$ cat config.mk
export PLATFORM = sky130hd
export DESIGN_NAME = bcd_scan_display
export DESIGN_NICKNAME = d
export VERILOG_FILES = /design/src/rtl/bcd_scan_display.sv
export SDC_FILE = /design/constraint.sdc
export NUM_CORES = 1
export LEC_CHECK = 0
export CORE_UTILIZATION = 32
export DETAILED_ROUTE_END_ITERATION = 12
export PLACE_DENSITY = 0.47
export SKIP_LAST_GASP = 1
export SLEW_MARGIN = 15
export SYNTH_ARGS = -nofsm -noshare
export SYNTH_HDL_FRONTEND = slang
export SYNTH_SLANG_ARGS = --single-unit
$ cat constraint.sdc
create_clock -name clk -period 2.7 [get_ports clk]
set_clock_uncertainty 0.2 [all_clocks]
set_input_delay 0.54 -clock clk [delete_from_list [all_inputs] [get_ports clk]]
set_output_delay 0.54 -clock clk [all_outputs]
set_load 0.005 [all_outputs]
$ cat src/rtl/bcd_scan_display.sv
// Time-multiplexed 4-digit common-anode 7-segment driver with frame-synchronous shadow digits.
// Optional macro LEADING_ZERO_BLANK_EN suppresses leading zero digits.
module bcd_scan_display #(
   parameter int CLK_DIV = 100000
) (
   input  logic       clk,
   input  logic       reset,
   input  logic [3:0] d1,
   input  logic [3:0] d2,
   input  logic [3:0] d3,
   input  logic [3:0] d4,
   input  logic [3:0] dp_mask,
   input  logic       blank,
   output logic [3:0] an,
   output logic [6:0] seg,
   output logic       dp,
   output logic       frame_start
);

   localparam int CW = (CLK_DIV > 2) ? $clog2(CLK_DIV) : 1;
   localparam logic [CW-1:0] LAST = CW'(CLK_DIV - 1);

   localparam logic [1:0] S0 = 2'd0;
   localparam logic [1:0] S1 = 2'd1;
   localparam logic [1:0] S2 = 2'd2;
   localparam logic [1:0] S3 = 2'd3;

   logic [CW-1:0]   count;
   logic [1:0]      idx;
   logic [1:0]      idx_next;
   logic [3:0][3:0] sh_digit;
   logic [3:0]      sh_dp;
   logic            load_pending;
   logic            tick;
   logic            load;
   logic [3:0]      suppress;

   function automatic logic [6:0] decode(input logic [3:0] v);
      logic [6:0] s;
      case (v)
         4'd0:    s = 7'b1000000;
         4'd1:    s = 7'b1111001;
         4'd2:    s = 7'b0100100;
         4'd3:    s = 7'b0110000;
         4'd4:    s = 7'b0011001;
         4'd5:    s = 7'b0010010;
         4'd6:    s = 7'b0000010;
         4'd7:    s = 7'b1111000;
         4'd8:    s = 7'b0000000;
         4'd9:    s = 7'b0010000;
         default: s = 7'b0111111;
      endcase
      return s;
   endfunction

   assign tick = (count == LAST);
   // The shadow reloads at each frame boundary and once right after reset so frame one is valid.
   assign load = load_pending | (tick & (idx == S3));

   always_comb begin
      idx_next = idx;
      if (tick) begin
         case (idx)
            S0:      idx_next = S1;
            S1:      idx_next = S2;
            S2:      idx_next = S3;
            default: idx_next = S0;
         endcase
      end
   end

   always_comb begin
      suppress = 4'b0000;
`ifdef LEADING_ZERO_BLANK_EN
      suppress[3] = (sh_digit[3] == 4'd0) & ~sh_dp[3];
      suppress[2] = (sh_digit[3] == 4'd0) & (sh_digit[2] == 4'd0) & ~sh_dp[2];
      suppress[1] = (sh_digit[3] == 4'd0) & (sh_digit[2] == 4'd0) &
                    (sh_digit[1] == 4'd0) & ~sh_dp[1];
`endif
   end

   always_ff @(posedge clk) begin
      if (reset) begin
         count        <= '0;
         idx          <= S0;
         sh_digit     <= '0;
         sh_dp        <= 4'b0000;
         load_pending <= 1'b1;
         frame_start  <= 1'b0;
         an           <= 4'b1111;
         seg          <= 7'b1111111;
         dp           <= 1'b1;
      end else begin
         count        <= tick ? '0 : count + 1'b1;
         idx          <= idx_next;
         load_pending <= 1'b0;
         if (load) begin
            sh_digit <= {d4, d3, d2, d1};
            sh_dp    <= dp_mask;
         end
         frame_start  <= load;
         an           <= (blank | suppress[idx]) ? 4'b1111 : ~(4'b0001 << idx);
         seg          <= decode(sh_digit[idx]);
         dp           <= ~sh_dp[idx];
      end
   end

endmodule

## Yosys cells after proc, flatten, opt, wreduce, memory -nomap -nowiden

Memories as Yosys holds them, arrays and structs flattened. A register that Yosys moved wholly into a read port is not among the register bits.
Index checks and enable logic that the tools add are counted.

| storage, ports and cells | value |
|---|---|
| ROM bits | 112 |
| memories | 1 |
| bits in registers | 46 |

Memories:

| memory | words | bits a word | rd ports | clocked after Yosys merged registers in | wr ports | RTL line | text |
|---|---|---|---|---|---|---|---|
| (name not given) | 16 | 7 | 1 | 1 | 0 | 40 | `case (v)` |

| cells by class | value |
|---|---|
| order comparisons | 1 |
| bitwise logic cells | 5 |
| equality and inequality tests | 4 |
| muxes and demuxes | 8 |
| reduce and logical (&&, ||, !) cells | 3 |
| shift-type cells | 1 |
| add/sub/neg operators | 1 |

Operators with widths:

| kind | number |
|---|---|
| adder 17 x 1 -> 17 bit, second input constant | 1 |
| == test 17 bit, second input constant | 1 |
| binary-select mux 4 bit (select 2 bit) | 1 |
| case mux 2 bit (3 select lines) | 1 |
| binary-select mux 1 bit (select 2 bit) | 2 |
| == test 2 bit, second input constant | 2 |
| two-way mux 4 bit | 1 |
| NOT 4 bit | 1 |
| OR reduction 2 bit | 2 |
| << shifter 1 x 2 -> 4 bit, first input constant | 1 |
| < comparator 2 x 3 -> 1 bit, second input constant | 1 |
| two-way mux 1 bit | 3 |
| == test 2 x 1 -> 1 bit, second input constant | 1 |
| zero test 2 bit | 1 |
| OR 1 bit | 2 |
| AND 1 bit | 1 |
| NOT 1 bit | 1 |

## Longest topological paths before layout

| depth | value |
|---|---|
| depth after elaboration | 4 |
| gate-level depth with buffers | 8 |

## Least setup slack after synthesis

Ideal clock, no wire load.

| path | value |
|---|---|
| path kind | register to register |
| start point | reg idx[1] |
| end point | reg seg[4] |
| setup time | 0.120 ns |
| clock period less this slack | 1.990 ns |
| setup slack | 0.710 ns |
| data required time | 2.380 ns |
| arrival time | 1.670 ns |
| stages on the path, launching flop included | 8 |
| cells stage by stage | dfxtp_1 -> buf_6 -> mux4_2 -> inv_1 -> ha_1 -> nor2b_1 -> mux2i_1 -> or2_1 |

| between the ends | value |
|---|---|
| longest elaborated chain between the ends | 2 |

RTL lines:

| what | RTL line | text |
|---|---|---|
| from (decl) | 29 | `logic [1:0] idx;` |
| from (signal assigned) | 95 | `idx <= idx_next;` |
| binary-select mux 4 bit (select 2 bit) | 103 | `seg <= decode(sh_digit[idx]);` |
| two-way mux 4 bit (implied by the code) | 103 |  |
| to (decl) | 15 | `output logic [6:0] seg,` |

Every way passes these cells. The select of a mux whose other input is x is not followed.
A chain may end at the register's enable or synchronous reset.

## Worst setup path after layout

Ends and elaborated chain as after synthesis.

==> results by group <==
Status
  • Run status: finished, final reports clean

Global routing
  • Layer with the highest usage: met2
  • Met2 Use GR: 23.1%
  • Largest net degree at the start of global routing: 45
  • Met1 Use GR: about a fifth
  • Met3 usage: just under 3%
  • Number of global-route vias before repair: 2181
  • Gr usage total: ~15%
  • Grt total ovfl: 0
  • Global-route wire length before repair: about 11 mm
  • Initial antenna violation count: 0

Setup path
  • Worst endpoint required time: 2.70 ns
  • Worst Setup End Kind: register
  • Worst EP arrival: about 2.3 ns
  • Setup Crit Path Kind: register to register
  • RR Startpoint: idx[1]
  • CP max FO: 9
  • Reg2Reg Depth: 6
  • Flop2flop setup slack: 0.45 ns
  • RR Endpoint: seg[4]
  • Startpoint Class: register

Layout
  • Area of the multi-input gates: 0.00153 mm²
  • Share of cells above drive strength 1: under 10%
  • Antenna Cells: 0
  • Sequential Area: around 0.0011 mm²
  • FILL cells: around 870
  • Most frequent cells in the layout: dfxtp_1 (53), clkdlybuf4s50_1 (34), nand2_1 (31)
  • Nets: around 370
  • Core Util, Final: around two fifths
  • Area Overhead vs Synth: 18.5%
  • Commonest non-fill, non-tap cell in the layout: dfxtp_1

Synth
  • Complex-gate fraction of the synthesized area: approximately 11%
  • Multiplexer share of the synthesized area: approximately 6%
  • Post-synthesis adder-cell area fraction: about 4.4%
  • Synth area leader: dfxtp_1
  • Largest family of logic cells by synthesized area: simple AND/OR/NAND/NOR gates
  • Synth Area in Simple Gates: 29.6%
  • Syn Std Cell Area: roughly 0.0028 mm²
  • Gate Count Post-Synth: between 300 and 400
  • Post-synth EDFFs: 0
  • Avg Inst Size Synth: around 9 µm²
  • Top-area cell type share of the netlist area: a little under two fifths
  • Synthesis Warnings: 0
  • Seq/Total Area, Yosys: 37.4%
  • Cell variety after synth: 35
  • Ranking of synthesized cells by area: dfxtp_1 (37%), o32a_1 (7.1%), nand4b_1 (6.2%)
  • Synth Area in XOR/XNOR: 2.78%
  • #FFs+latches synth: 53
  • Most used DFF post-synth: dfxtp_1
  • Post-synthesis async set-or-reset flop share: 0%
  • Mapped Nets: ~360

Floorplanning
  • Die Height: just under 100 µm
  • Core region area: 0.00838 mm²
  • Die area: 0.00924 mm²
  • Row count: 33
  • IO Count: 36
  • Initial Util: about a third
  • Die W: 96.1 µm

Detailed routing
  • DR vias: 2359
  • Initial DRC Count: between 90 and 100
  • Avg WL per Cell: around 14 µm
  • Via density per instance: 5.28
  • DR pass1 iterations: 4
  • Final WL: 6.25 mm
  • Residual DRC: 0
  • Antenna viol nets, final: 0

Hold path
  • Hold Path Class: register to register
  • WHS Path Cells: 1
  • Worst Hold End: count[0]
  • Worst hold start: count[0]

Placed design
  • Hpwl dp: 4.16 mm
  • Port bufs: 35
  • RD Place Congestion: 0.725

Power
  • Cell area power density: 496 mW/mm²
  • Lkg Pwr: ~1.2 nW
  • Power Total: about 0.0017 W
  • VDD IR-drop max: roughly 0.22 mV

Timing
  • Hold Vio Cnt, Final: 0
  • Final Max Tran Viols: 0
  • Setup Viol. Count Final: 0
  • Final TNS setup: 0 ns
  • Period Utilization, post-route: 83.4%
  • Fmax: between 400 and 500 MHz
  • Relative slew margins: 65.2%
  • Post-layout min period: 2.25 ns
  • Slew @ Worst Pin: around 0.52 ns
  • RSZ-0062 raised after global routing: false
  • Hold WS: ~0.25 ns

Clock tree
  • CTS tree: yes
  • Clock Tree Buf Depth: 2
  • Post-CTS Resized: 0
  • Reg clk slew, reported paths: approximately 0.10 ns
  • Post-CTS Hold Fix Bufs: 0
  • Post-CTS Setup Inserts: 0
  • Worst-Skew Late Latency: between 0.3 and 0.4 ns
  • H-tree depth: 2
  • Clock Sink Count: 53
  • Total CTS buffers: 5
  • Clk root buf: clkbuf_8

Job
  • Max-Cap Viols: 0
[through the flow]
stage | worst slack, ns | instances | cell area (µm²)
final | 0.448 | 447 | 3360
after global routing | 0.294 | 447 | 3360
after CTS | 0.432 | 447 | 3360
after detailed placement | 0.457 | 439 | 3240
after global placement | 0.523 | 439 | 3240
after floorplan | 0.710 | 322 | 2840
[registers in the layout, summed over array words and instances, names as in the netlist]
| name | count |
|---|---|
| an | 4 |
| count | 17 |
| dp | 1 |
| frame_start | 1 |
| idx | 2 |
| load_pending | 1 |
| seg | 7 |
| sh_digit | 16 |
| sh_dp | 4 |
[how the worst max path moves through the flow]
stage	start	to	slack (ns)	cells after the start
2_1_floorplan	idx[1]	seg[4]	0.71	7
3_3_place_gp	idx[1]	seg[4]	0.52	6
3_5_place_dp	idx[1]	seg[4]	0.46	6
4_1_cts	idx[1]	seg[4]	0.43	6
5_1_grt	idx[1]	seg[4]	0.29	7
6_report	idx[1]	seg[4]	0.45	6
[metal layers]
metal,up-vias,share of wire [%],routed length (µm)
li1,1202,-,-
met1,1123,51,3160
met3,4,2.7,170
met5,-,0,0
met2,30,46,2870
met4,0,0.85,53
[area by class of cell]
type / instances / area share, %
multi-input combinational: 212 / 45.6
clock inverter: 1 / 0.894
clock buffer: 7 / 2.57
timing repair buffer: 41 / 12.4
sequential: 53 / 31.6
tap: 105 / 3.91
inverter: 28 / 3.13
[kinds of logic (layout without fill, tap and decap cells)]
| group | count (synthesis) | in the layout |
|---|---|---|
| fa+ha+maj | 10 | 10 |
| flops | 53 | 53 |
| mux | 11 | 11 |
| buf+inv | 57 | 77 |
| xor+xnor | 9 | 9 |
| compound gates | 39 | 39 |
| simple gates | 143 | 143 |
[critical path, stage by stage, from the launching register on]
cell     delay [ns]
dfxtp_1        0.60
mux4_2         0.62
inv_1          0.14
ha_1           0.15
nor2b_1        0.15
mux2i_1        0.08
or2_1          0.20
[cells in the mapped netlist (3+ instances only)]
cell,number
and3_1,3
clkbuf_1,18
o32a_1,20
nand4b_1,20
nor2_1,17
nand2_1,31
ha_1,10
o31ai_1,4
xor2_1,8
o21ai_0,4
or2_1,4
or4_1,22
or3_1,4
a21oi_1,8
buf_2,5
mux2i_1,6
nand3_1,25
dfxtp_1,53
inv_1,28
nand4_1,6
mux4_2,5
[where the power goes]
part | internal [W] | switching (W) | total [W]
Sequential | 0.000831 | 0.0000269 | 0.000858
Clock | 0.000303 | 0.000264 | 0.000566
Combinational | 0.000134 | 0.000109 | 0.000243
Total | 0.00127 | 0.000400 | 0.00167
(Power assumes the default switching activity.)
